`config.mk`:
```
export PLATFORM = sky130hd
export DESIGN_NAME = serial_subtractor8_flat
export DESIGN_NICKNAME = d
export VERILOG_FILES = /design/src/rtl/serial_subtractor8_if.sv /design/src/rtl/serial_subtractor8.sv /design/src/flat_wrapper.sv
export SDC_FILE = /design/constraint.sdc
export NUM_CORES = 1
export LEC_CHECK = 0
export CAP_MARGIN = 5
export CELL_PAD_IN_SITES_DETAIL_PLACEMENT = 1
export CELL_PAD_IN_SITES_GLOBAL_PLACEMENT = 1
export CORE_ASPECT_RATIO = 0.9
export CORE_MARGIN = 1.5
export CORE_UTILIZATION = 35
export DETAILED_ROUTE_END_ITERATION = 7
export PLACE_DENSITY = 0.72
export SETUP_SLACK_MARGIN = 0.1
export SYNTH_ARGS = -nofsm -noshare
export SYNTH_HDL_FRONTEND = slang
export SYNTH_SLANG_ARGS = --single-unit
```
`constraint.sdc`:
```
create_clock -name clk -period 4.6 [get_ports clk]
set_clock_uncertainty 0.05 [all_clocks]
set_input_delay 0.46 -clock clk [delete_from_list [all_inputs] [get_ports clk]]
set_output_delay 0.46 -clock clk [all_outputs]
set_load 0.01 [all_outputs]
```
`src/rtl/serial_subtractor8_if.sv`:
```
// rtl/serial_subtractor8_if.sv - start/done handshake and operand/result bundle for serial_subtractor8
//
// Signals:
//   start          request from the controller, honoured only when the unit is free
//   A, B, Bin      minuend, subtrahend, borrow-in (captured on the accepting edge)
//   busy, done     in-progress level and one-cycle completion pulse
//   D, Bout        difference and final borrow-out, held until the next done
//   Z, N, V        zero / negative / signed-overflow flags (0 unless flags are built)
// Modports: master = ALU controller side, slave = subtractor side.

interface serial_subtractor8_if;
    logic       start;
    logic [7:0] A;
    logic [7:0] B;
    logic       Bin;
    logic       busy;
    logic       done;
    logic [7:0] D;
    logic       Bout;
    logic       Z;
    logic       N;
    logic       V;

    modport master (
        output start, A, B, Bin,
        input  busy, done, D, Bout, Z, N, V
    );

    modport slave (
        input  start, A, B, Bin,
        output busy, done, D, Bout, Z, N, V
    );
endinterface

```
`src/rtl/serial_subtractor8.sv`:
```
// rtl/serial_subtractor8.sv - bit-serial 8-bit subtractor D = A - B - Bin, LSB first
//
// Ports:
//   clk    rising-edge clock
//   rst_n  asynchronous active-low reset; discards any in-flight operation
//   bus    serial_subtractor8_if.slave: start/A/B/Bin in, busy/done/D/Bout/Z/N/V out
// Build option:
//   SERIAL_SUB_FLAGS_EN  when defined, Z/N/V registers are built and loaded with D;
//                        otherwise Z/N/V are tied to 0.
// Timing: accept at E0, bits 0..7 at E1..E8, done pulse after E8. A new start is
// taken on the edge that leaves DONE so back-to-back results come every 9 cycles.

module serial_subtractor8 (
    input  logic                        clk,
    input  logic                        rst_n,
    serial_subtractor8_if.slave         bus
);

    typedef enum logic [1:0] {
        S_IDLE  = 2'd0,
        S_SHIFT = 2'd1,
        S_DONE  = 2'd2
    } state_t;

    state_t     state_q, state_d;

    logic [7:0] a_sh_q, a_sh_d;
    logic [7:0] b_sh_q, b_sh_d;
    logic [7:0] res_sh_q, res_sh_d;
    logic       borrow_q, borrow_d;
    logic [2:0] cnt_q, cnt_d;
    logic       busy_q, busy_d;
    logic       done_q, done_d;
    logic [7:0] dout_q, dout_d;
    logic       bout_q, bout_d;

    logic       accept;
    logic       last_bit;
    logic       bit_diff;
    logic       borrow_nxt;
    logic [7:0] full_diff;

    // The unit is free in IDLE and also in DONE, whose exit edge may take a new request.
    assign accept     = bus.start && ((state_q == S_IDLE) || (state_q == S_DONE));
    assign last_bit   = (state_q == S_SHIFT) && (cnt_q == 3'd7);

    // One full-subtractor cell applied to the LSBs of the operand shifters.
    assign bit_diff   = a_sh_q[0] ^ b_sh_q[0] ^ borrow_q;
    assign borrow_nxt = (~a_sh_q[0] & b_sh_q[0]) | (~(a_sh_q[0] ^ b_sh_q[0]) & borrow_q);
    assign full_diff  = {bit_diff, res_sh_q[7:1]};

    // ------------------------------------------------------------------
    // State register
    // ------------------------------------------------------------------
    always_ff @(posedge clk or negedge rst_n) begin
        if (!rst_n) begin
            state_q <= S_IDLE;
        end else begin
            state_q <= state_d;
        end
    end

    // ------------------------------------------------------------------
    // Next-state logic
    // ------------------------------------------------------------------
    always_comb begin
        state_d = state_q;
        case (state_q)
            S_IDLE:  if (bus.start) state_d = S_SHIFT;
            S_SHIFT: if (cnt_q == 3'd7) state_d = S_DONE;
            S_DONE:  state_d = bus.start ? S_SHIFT : S_IDLE;
            default: state_d = S_IDLE;
        endcase
    end

    // ------------------------------------------------------------------
    // Output / datapath next-value logic
    // ------------------------------------------------------------------
    always_comb begin
        a_sh_d   = a_sh_q;
        b_sh_d   = b_sh_q;
        res_sh_d = res_sh_q;
        borrow_d = borrow_q;
        cnt_d    = cnt_q;
        dout_d   = dout_q;
        bout_d   = bout_q;
        busy_d   = 1'b0;
        done_d   = 1'b0;

        if (accept) begin
            a_sh_d   = bus.A;
            b_sh_d   = bus.B;
            borrow_d = bus.Bin;
            cnt_d    = 3'd0;
            busy_d   = 1'b1;
        end else if (state_q == S_SHIFT) begin
            a_sh_d   = {1'b0, a_sh_q[7:1]};
            b_sh_d   = {1'b0, b_sh_q[7:1]};
            res_sh_d = full_diff;
            borrow_d = borrow_nxt;
            cnt_d    = cnt_q + 3'd1;
            busy_d   = !last_bit;
            if (last_bit) begin
                dout_d = full_diff;
                bout_d = borrow_nxt;
                done_d = 1'b1;
            end
        end
    end

    always_ff @(posedge clk or negedge rst_n) begin
        if (!rst_n) begin
            a_sh_q   <= 8'h00;
            b_sh_q   <= 8'h00;
            res_sh_q <= 8'h00;
            borrow_q <= 1'b0;
            cnt_q    <= 3'd0;
            busy_q   <= 1'b0;
            done_q   <= 1'b0;
            dout_q   <= 8'h00;
            bout_q   <= 1'b0;
        end else begin
            a_sh_q   <= a_sh_d;
            b_sh_q   <= b_sh_d;
            res_sh_q <= res_sh_d;
            borrow_q <= borrow_d;
            cnt_q    <= cnt_d;
            busy_q   <= busy_d;
            done_q   <= done_d;
            dout_q   <= dout_d;
            bout_q   <= bout_d;
        end
    end

    assign bus.busy = busy_q;
    assign bus.done = done_q;
    assign bus.D    = dout_q;
    assign bus.Bout = bout_q;

`ifdef SERIAL_SUB_FLAGS_EN
    // Operand sign bits are kept aside because the shifters lose them during SHIFT.
    logic a7_q, a7_d;
    logic b7_q, b7_d;
    logic z_q, z_d;
    logic n_q, n_d;
    logic v_q, v_d;

    always_comb begin
        a7_d = a7_q;
        b7_d = b7_q;
        z_d  = z_q;
        n_d  = n_q;
        v_d  = v_q;
        if (accept) begin
            a7_d = bus.A[7];
            b7_d = bus.B[7];
        end else if (last_bit) begin
            z_d = (full_diff == 8'h00);
            n_d = full_diff[7];
            v_d = (a7_q ^ b7_q) & (a7_q ^ full_diff[7]);
        end
    end

    always_ff @(posedge clk or negedge rst_n) begin
        if (!rst_n) begin
            a7_q <= 1'b0;
            b7_q <= 1'b0;
            z_q  <= 1'b0;
            n_q  <= 1'b0;
            v_q  <= 1'b0;
        end else begin
            a7_q <= a7_d;
            b7_q <= b7_d;
            z_q  <= z_d;
            n_q  <= n_d;
            v_q  <= v_d;
        end
    end

    assign bus.Z = z_q;
    assign bus.N = n_q;
    assign bus.V = v_q;
`else
    assign bus.Z = 1'b0;
    assign bus.N = 1'b0;
    assign bus.V = 1'b0;
`endif

endmodule

```
`src/flat_wrapper.sv`:
```
// flat-port wrapper written by rule: the top's interface ports become plain ports
module serial_subtractor8_flat 
  (clk, rst_n, bus_start, bus_A, bus_B, bus_Bin, bus_busy, bus_done, bus_D, bus_Bout, bus_Z, bus_N, bus_V);
  serial_subtractor8_if bus_i ();
  input  logic clk;
  input  logic rst_n;
  input wire logic [$bits(bus_i.start)-1:0] bus_start;
  input wire logic [$bits(bus_i.A)-1:0] bus_A;
  input wire logic [$bits(bus_i.B)-1:0] bus_B;
  input wire logic [$bits(bus_i.Bin)-1:0] bus_Bin;
  output wire logic [$bits(bus_i.busy)-1:0] bus_busy;
  output wire logic [$bits(bus_i.done)-1:0] bus_done;
  output wire logic [$bits(bus_i.D)-1:0] bus_D;
  output wire logic [$bits(bus_i.Bout)-1:0] bus_Bout;
  output wire logic [$bits(bus_i.Z)-1:0] bus_Z;
  output wire logic [$bits(bus_i.N)-1:0] bus_N;
  output wire logic [$bits(bus_i.V)-1:0] bus_V;
  assign bus_i.start = bus_start;
  assign bus_i.A = bus_A;
  assign bus_i.B = bus_B;
  assign bus_i.Bin = bus_Bin;
  assign bus_busy = bus_i.busy;
  assign bus_done = bus_i.done;
  assign bus_D = bus_i.D;
  assign bus_Bout = bus_i.Bout;
  assign bus_Z = bus_i.Z;
  assign bus_N = bus_i.N;
  assign bus_V = bus_i.V;
  serial_subtractor8 u_core (.clk(clk), .rst_n(rst_n), .bus(bus_i));
endmodule
```
==> impl_metrics.toml <==
[clock_network]
post-cts-setup-buffers = 0
cts_resized = 0
numCtsBuffers = 5
clockBufferDepth = 2
cts_num_sinks = 40
cts-root-buf = "clkbuf_8"
cts_tree = "yes"
ctsHoldBuffers = 0
clk_pin_slew_worst_paths_ps = 90
worst_skew_pair.late_latency_ps = 300
htree_levels = 2

[final_layout]
diodes = 0
final_common_cell = "dfrtp_1"
area_growth_pct = 22.84
layout-drive-gt1-share_pct = 22.81
fillers = 540
final_cell_mix = "dfrtp_1, clkdlybuf4s50_1, mux2_2"
final_nets = 194

[synthesis]
synth_top_cell_area_share_pct = 56.22
netlist_area_um2 = 1780
synth.distinct_cells = 24
yosysWarnings = 0
synth_seq_cells = 40
syn_inst = 143
ys_seq_area_share_pct = 56.22
synth_area_per_cell_um2 = 12.45
ys_top_cells_by_area = "dfrtp_1, mux2_2, a21oi_2"
synth_top_area_cell = "dfrtp_1"

[timing]
setup_viol = 0
tightest_slew_ps = 869.9
min_period_ps = 1940
hold_viol_final = 0
setup_tns_ps = 0
rsz0062_at_grt = "false"
finalCritPeriodShare_pct = 42.18
slew_headroom_pct = 42.01
drv_slew = 0
max_freq_mhz = 515.4

[worst_setup_path]
arrival_ps = 2120
ff2ff_path_depth = 3
path_class = "input pin to flop"
cp_max_fo = 16
cp_data_required_time_ps = 4780
endpoint_kind = "flop"
cp-start-kind = "input pin"

[die]
start_util_pct = 36.60
die_x_um = 78.18
core_area_um2 = 4865
die_h_um = 70.67
die-area_um2 = 5525
rows = 24
ios = 34

[routing]
wire_per_inst_um = 14.83
drt-total-wl_um = 3501
antenna_left = 0
drc_errors = 0
drt_iter0_drc = 41
vias = 1139
dr.pass1.iters = 4
via_per_inst = 4.826

[pwr]
ir_worst_vdd_mv = 0.2283
p_total_uw = 1539
p_leak_uw = 0.0009509
pwr_density_cell_nw_per_um2 = 703.5

[placed_design]
place_congestion = 0.8058
hpwl_um = 2475
io_buffers = 30

[grt]
grt_usage_pct = 14.30
grtUsageMet1_pct = 17.41
grt_pass1_vias = 1195
globalRouteOverflowTotal = 0
grt_max_degree = 41
busiest_layer = "met2"
grt_first_pass_wirelength_um = 5899
antenna_found_initial = 0
grt_util_met3_pct = 4.774
use_met2_pct = 23.09

[hold_path]
hold_class = "input pin to asynchronous set/reset pin"

[job]
max_cap_viol_count = 0

[run_status]
status = "complete, no violations"
## final timing paths
| check | from | end | slack (ps) |
|---|---|---|---|
| max in group asynchronous | rst_n | u_core.state_q[1] | 3730 |
| worst max register to register | u_core.state_q[0] | u_core.a_sh_q[7] | 2700 |
| worst min-delay path | rst_n | u_core.bus.D[2] | 220 |
| worst max-delay path | bus_start | u_core.a_sh_q[7] | 2660 |
| worst min register to register | u_core.bus.Bout | u_core.bus.Bout | 460 |
| min in group clk | u_core.bus.Bout | u_core.bus.Bout | 460 |
## stage by stage
step                area, um2  worst slack (ps)  hold slack (ps)  util [%]  instances
global route             2187              2574            275.9     44.96        236
finish                   2187              2660            218.8     44.96        236
CTS                      2187              2668            241.2     44.96        236
global placement         2072              2436            418.0     42.59        228
floorplan                1788              3050            114.4         -        145
detailed placement       2072              2327            444.0     42.59        228
## worst max-delay path, stage by stage
cell and delay [ps]:
clkdlybuf4s50_1 540, nand2b_1 520, and2_4 420, a22o_1 170
## cell type report
cell class / instances / area (um2) / share of cell area [%]
Tap cell: 65 / 81.33 / 3.719
Inverter: 16 / 60.06 / 2.746
Timing Repair Buffer: 30 / 295.3 / 13.50
Sequential cell: 40 / 1001 / 45.77
Clock inverter: 3 / 46.29 / 2.117
Clock buffer: 5 / 68.82 / 3.146
Multi-Input combinational cell: 77 / 634.4 / 29.00
## routing by layer
| metal | part of all wire [%] | wire, um |
|---|---|---|
| met1 | 46 | 1615 |
| met2 | 47 | 1660 |
| met3 | 4.7 | 165 |
| met4 | 1.7 | 60 |
| met5 | 0 | 0 |
## report_power, final
group	leakage [uW]	switching, uW	internal (uW)
sequential	0.000482	117	521
clock	0.0000548	132	163
combinational	0.000415	279	326
total	0.000951	528	1010
## flip-flops by register name (all words and copies together), names as in the netlist
name	cells
u_core.res_sh_q	7
u_core.b_sh_q	8
u_core.a_sh_q	8
u_core.cnt_q	3
u_core.borrow_q	1
u_core.bus.done	1
u_core.bus.Bout	1
u_core.state_q	2
u_core.bus.busy	1
u_core.bus.D	8
## cell families (layout without fill, tap and decap cells)
family                     after synthesis  after routing  synth area share, %
DFF                                     40             40                56.22
AOI/OAI and AO/OA                       38             38                14.90
buffers and inverters                   28             54                8.573
muxes                                   20             20                12.51
and+or+nand+nor                         12             12                4.357
adders and majority gates                4              4                3.233
other                                    1              3               0.2106
## synthesized netlist by cell type (all sizes together)
library cell / number
a211oi: 3
o22ai: 12
and2: 1
nor2: 2
nand3b: 1
inv: 16
nand2b: 2
mux2i: 2
conb: 1
nor2b: 4
buf: 12
nand2: 1
dfrtp: 40
ha: 3
a21oi: 15
a22o: 4
nand3: 1
mux2: 18
fa: 1
o21ai: 4
(Power assumes the default switching activity.)
